### src/rtl/instruction_loader.sv
// Byte-serial program loader and fetch stage feeding a 14-bit instruction word to the CPU.
// Optional download checksum output is enabled by defining ILOADER_CHECKSUM_EN.
module instruction_loader #(
  parameter int unsigned DEPTH  = 16,
  parameter int unsigned ADDR_W = 4
) (
  input  logic              clock,
  input  logic              reset,
  input  logic              load_mode,
  input  logic [7:0]        byte_in,
  input  logic              byte_valid,
  output logic              byte_ready,
  input  logic [7:0]        pc,
  output logic [13:0]       instruction,
  output logic              running,
  output logic              prog_full,
  output logic [ADDR_W:0]   load_count
`ifdef ILOADER_CHECKSUM_EN
  ,
  output logic [7:0]        checksum
`endif
);

  typedef enum logic [1:0] {
    StIdle,
    StLoadHi,
    StLoadLo,
    StRun
  } state_e;

  state_e            state_q, state_d;
  logic [ADDR_W-1:0] wptr_q, wptr_d;
  logic [ADDR_W:0]   count_q, count_d;
  logic [7:0]        hi_q, hi_d;
  logic              full_q, full_d;
  logic [13:0]       instr_q, instr_d;
  logic              ready_q, ready_d;
  logic              running_q, running_d;

  logic [13:0]       mem_q [DEPTH];
  logic              mem_we;
  logic [13:0]       mem_wdata;

  logic              xfer;
  logic [5:0]        idx;
  logic              hit;
  logic              start_load;

  // pc advances by 4 and the low bits of the second byte carry no opcode data.
  logic              unused_bits;
  assign unused_bits = ^{pc[1:0], byte_in[1:0]};

  assign xfer = byte_valid && ready_q;
  assign idx  = pc[7:2];
  assign hit  = (7'(idx) < 7'(count_q));

  always_comb begin
    state_d    = state_q;
    wptr_d     = wptr_q;
    count_d    = count_q;
    hi_d       = hi_q;
    full_d     = full_q;
    mem_we     = 1'b0;
    mem_wdata  = {hi_q, byte_in[7:2]};
    start_load = 1'b0;

    unique case (state_q)
      StIdle: begin
        if (load_mode) begin
          start_load = 1'b1;
        end else if (count_q != '0) begin
          state_d = StRun;
        end
      end
      StLoadHi: begin
        if (xfer) begin
          hi_d    = byte_in;
          state_d = load_mode ? StLoadLo : StIdle;
        end else if (!load_mode) begin
          state_d = StIdle;
        end
      end
      StLoadLo: begin
        if (xfer) begin
          mem_we  = 1'b1;
          wptr_d  = wptr_q + ADDR_W'(1);
          count_d = count_q + (ADDR_W + 1)'(1);
          if (wptr_q == ADDR_W'(DEPTH - 1)) begin
            full_d  = 1'b1;
            state_d = StIdle;
          end else begin
            state_d = load_mode ? StLoadHi : StIdle;
          end
        end else if (!load_mode) begin
          // Partial word is dropped; the hi byte never reaches memory.
          state_d = StIdle;
        end
      end
      StRun: begin
        if (load_mode) begin
          start_load = 1'b1;
        end
      end
      default: begin
        state_d = StIdle;
      end
    endcase

    if (start_load) begin
      state_d = StLoadHi;
      wptr_d  = '0;
      count_d = '0;
      full_d  = 1'b0;
    end
  end

  always_comb begin
    ready_d   = (state_d == StLoadHi) || (state_d == StLoadLo);
    running_d = (state_d == StRun);
    instr_d   = '0;
    if ((state_d == StRun) && hit) begin
      instr_d = mem_q[idx[ADDR_W-1:0]];
    end
  end

  always_ff @(posedge clock or posedge reset) begin
    if (reset) begin
      state_q   <= StIdle;
      wptr_q    <= '0;
      count_q   <= '0;
      hi_q      <= '0;
      full_q    <= 1'b0;
      instr_q   <= '0;
      ready_q   <= 1'b0;
      running_q <= 1'b0;
    end else begin
      state_q   <= state_d;
      wptr_q    <= wptr_d;
      count_q   <= count_d;
      hi_q      <= hi_d;
      full_q    <= full_d;
      instr_q   <= instr_d;
      ready_q   <= ready_d;
      running_q <= running_d;
    end
  end

  // Storage is not reset; load_count alone defines which words are valid.
  always_ff @(posedge clock) begin
    if (mem_we) begin
      mem_q[wptr_q] <= mem_wdata;
    end
  end

`ifdef ILOADER_CHECKSUM_EN
  logic [7:0] chk_q, chk_d;

  always_comb begin
    chk_d = chk_q;
    if (start_load) begin
      chk_d = '0;
    end else if (xfer) begin
      chk_d = chk_q ^ byte_in;
    end
  end

  always_ff @(posedge clock or posedge reset) begin
    if (reset) begin
      chk_q <= '0;
    end else begin
      chk_q <= chk_d;
    end
  end

  assign checksum = chk_q;
`endif

  assign byte_ready  = ready_q;
  assign instruction = instr_q;
  assign running     = running_q;
  assign prog_full   = full_q;
  assign load_count  = count_q;

endmodule

### config.mk
export PLATFORM = sky130hd
export DESIGN_NAME = instruction_loader
export DESIGN_NICKNAME = d
export VERILOG_FILES = /design/src/rtl/instruction_loader.sv
export SDC_FILE = /design/constraint.sdc
export NUM_CORES = 1
export LEC_CHECK = 0
export ABC_AREA = 1
export CAP_MARGIN = 30
export CORE_AREA = 5 5 146 148
export CTS_BUF_LIST = sky130_fd_sc_hd__clkbuf_16
export DETAILED_ROUTE_END_ITERATION = 6
export DIE_AREA = 0 0 151 153
export PLACE_DENSITY = 0.69
export SLEW_MARGIN = 20
export SYNTH_ARGS = -nofsm -noshare
export SYNTH_HDL_FRONTEND = slang
export SYNTH_SLANG_ARGS = --single-unit
### constraint.sdc
create_clock -name clock -period 4.32 [get_ports clock]
set_input_delay 1.296 -clock clock [delete_from_list [all_inputs] [get_ports clock]]
set_output_delay 1.296 -clock clock [all_outputs]
set_load 0.005 [all_outputs]
==> results.ini <==
[outcome]
status=completed

[sta]
relSlewSlack=0.482
final-setup-viol-count=0
fin_crit_ps=3230
rsz0062_at_grt=false
whs_ps=507
fin_ws_ps=1090
fmax_mhz=310
slew_viol_final=0
timing.setup.tns_ps=0
clock-skew-final_ps=5.88
worst_slew_pin_slew_ps=777
finalHoldViolCount=0
fin_crit_sh=0.747

[power]
power_switching_mw=1.39
clock_power_share=0.371
switching_share=0.241
internal_power_mw=4.37
p_leak_nw=4.71
seq_power_share=0.546
ir_worst_vdd_v=0.000340
combPwrFrac=0.083
powerDensity_nw_per_um2=473

[critical_path]
critical_path.startpoint=load_mode
timing.rr.start=state_q[0]
cp_max_fo=14
critical_path.startpoint_type=primary input
cp.arrival_ps=3650
crit_type=primary input to flop
end_kind=flop
cp.required_ps=4740

[yosys]
synthAdderAreaFrac=0.0176
yosys_warnings=0
yosysTopAreaCell=edfxtp_1
postSynthCellCount=920
synth_top_family_by_area=simple AND/OR/NAND/NOR gates
avgSynthCellArea_sq_um=11.6
synth_nets=955
synthDistinctLibCells=27
mappedNetlistArea_sq_um=10700
synth-simple-area-share=0.218
ys_ff_latch=260
synth_area_leaders=edfxtp_1, nand2_1, nand3_1, dfrtp_1, ha_1
yosys.area.top_type_share=0.629
synthMuxAreaShare=0
yosysSeqAreaShare=0.714
synth_compound_area_frac=0.00773
yosys.area_share.xor_xnor=0

[global_routing]
gr-usage-all-layers=0.205
grt_pass1_wl_mm=36.7
grt-ovfl-total=0
antenna_found_initial=0
grt_max_degree=57
grt_pass1_vias=6717

[clock_tree]
clkSlewWorstSetupHoldPaths_ps=60
clockBufferDepth=3
postCtsResizedCells=0
cts_sinks=260
postCtsSetupBuffers=0
h-tree-depth=1
cts_made_buffers=26
cts-root-buf=clkbuf_16
ctsHoldBuffers=0
clock_latency_ps=520
cts_tree=built

[layout]
fillers=1629
syn_to_final_growth_pct=14.0
nets=1010
n_antenna_cell=0
final_cell_mix=nand2_1, edfxtp_1, nand3_1, inv_1, nor2_1
drive_gt1_frac=0.0784
utilization=0.612
final_common_cell=nand2_1

[hold_path]
hold_start=prog_full
min_path_type=flop to flop

[route]
routed_wl_mm=23.2
firstDrtPassIters=5
drtAntennaViolNets=0
avgRoutedWirePerCell_um=18.3
drcViolationCount=0
drt-initial-drc-count=517
vias=6888
avgViaCountPerCell=5.45

[floorplanning]
dieWidth_um=151
fp.dieH_um=153
pin_count=42
dieArea_sq_um=23100
start_util=0.537
core_area_sq_um=19900
num_rows=52

[place]
dp_hpwl_mm=13.4
dp_slack_ps=590
portBuffers=39
place_congestion=0.847

[flow_run]
drv_cap=0

path summary, 6_finish.rpt:
path | end | slack, ps | depth (start not counted)
setup / recovery | instruction[10] | 1090 | 9
min in group asynchronous | wptr_q[2] | 1130 | 2
hold / removal | prog_full | 510 | 2
setup reg to reg | instruction[10] | 1690 | 9
max in group asynchronous | instruction[3] | 2510 | 3
hold reg to reg | prog_full | 510 | 2
sequential cells by signal, summed over array words and instances (netlist names):
signal	flops
byte_ready	1
hi_q	8
instruction	14
load_count	5
mem_q	224
prog_full	1
running	1
state_q	2
wptr_q	4
metal layers:
layer,wire [um],track usage,vias to the layer above
met4,586,0.0617,0
met3,1530,0.0284,44
met2,11300,0.332,256
met5,0,0,-
met1,9840,0.291,3303
li1,-,-,3285
layout make-up:
type / count / area, sq um / area share
tap: 270 / 338 / 0.0277
sequential: 260 / 7630 / 0.626
multi-input combinational: 575 / 2600 / 0.213
clock buffer: 27 / 676 / 0.0555
inverter: 39 / 149 / 0.0122
timing repair buffer: 73 / 651 / 0.0534
clock inverter: 21 / 145 / 0.0119
stage by stage:
stage / cell area (sq um) / instances / total power [mW]
detailed placement: 11400 / 1217 / 3.68
global placement: 11400 / 1217 / 3.67
finish: 12200 / 1265 / 5.76
floorplan: 10700 / 920 / 3.44
CTS: 12200 / 1265 / 5.80
global route: 12200 / 1265 / 6.00
cell usage after synthesis, drive strengths merged:
master / number
a21o: 1
a21oi: 5
buf: 43
clkbuf: 3
clkinv: 1
dfrtp: 36
edfxtp: 224
ha: 15
inv: 38
nand2: 289
nand3: 205
nand4: 4
nor2: 40
nor3: 4
o21ai: 10
or2: 2
power groups by stage:
stage | Combinational [mW] | Sequential, mW | Clock, mW
5_1_grt | 0.549 | 3.17 | 2.28
2_1_floorplan | 0.322 | 3.12 | 0
3_3_place_gp | 0.473 | 3.19 | 0
6_report | 0.480 | 3.15 | 2.14
3_5_place_dp | 0.480 | 3.20 | 0
4_1_cts | 0.484 | 3.15 | 2.17
logic make-up after synthesis:
family | Yosys count
compound gates | 16
simple gates | 544
buf+inv | 85
fa+ha+maj | 15
flops | 260
worst max-delay path: stages:
cell and delay (ps):
clkdlybuf4s50_1 550, inv_1 70, or2_1 320, inv_1 190
a21oi_1 60, nand2_1 90, ha_1 220, nand3_1 550
nor2_1 300
Note: power is estimated with default switching activity, not from simulation.
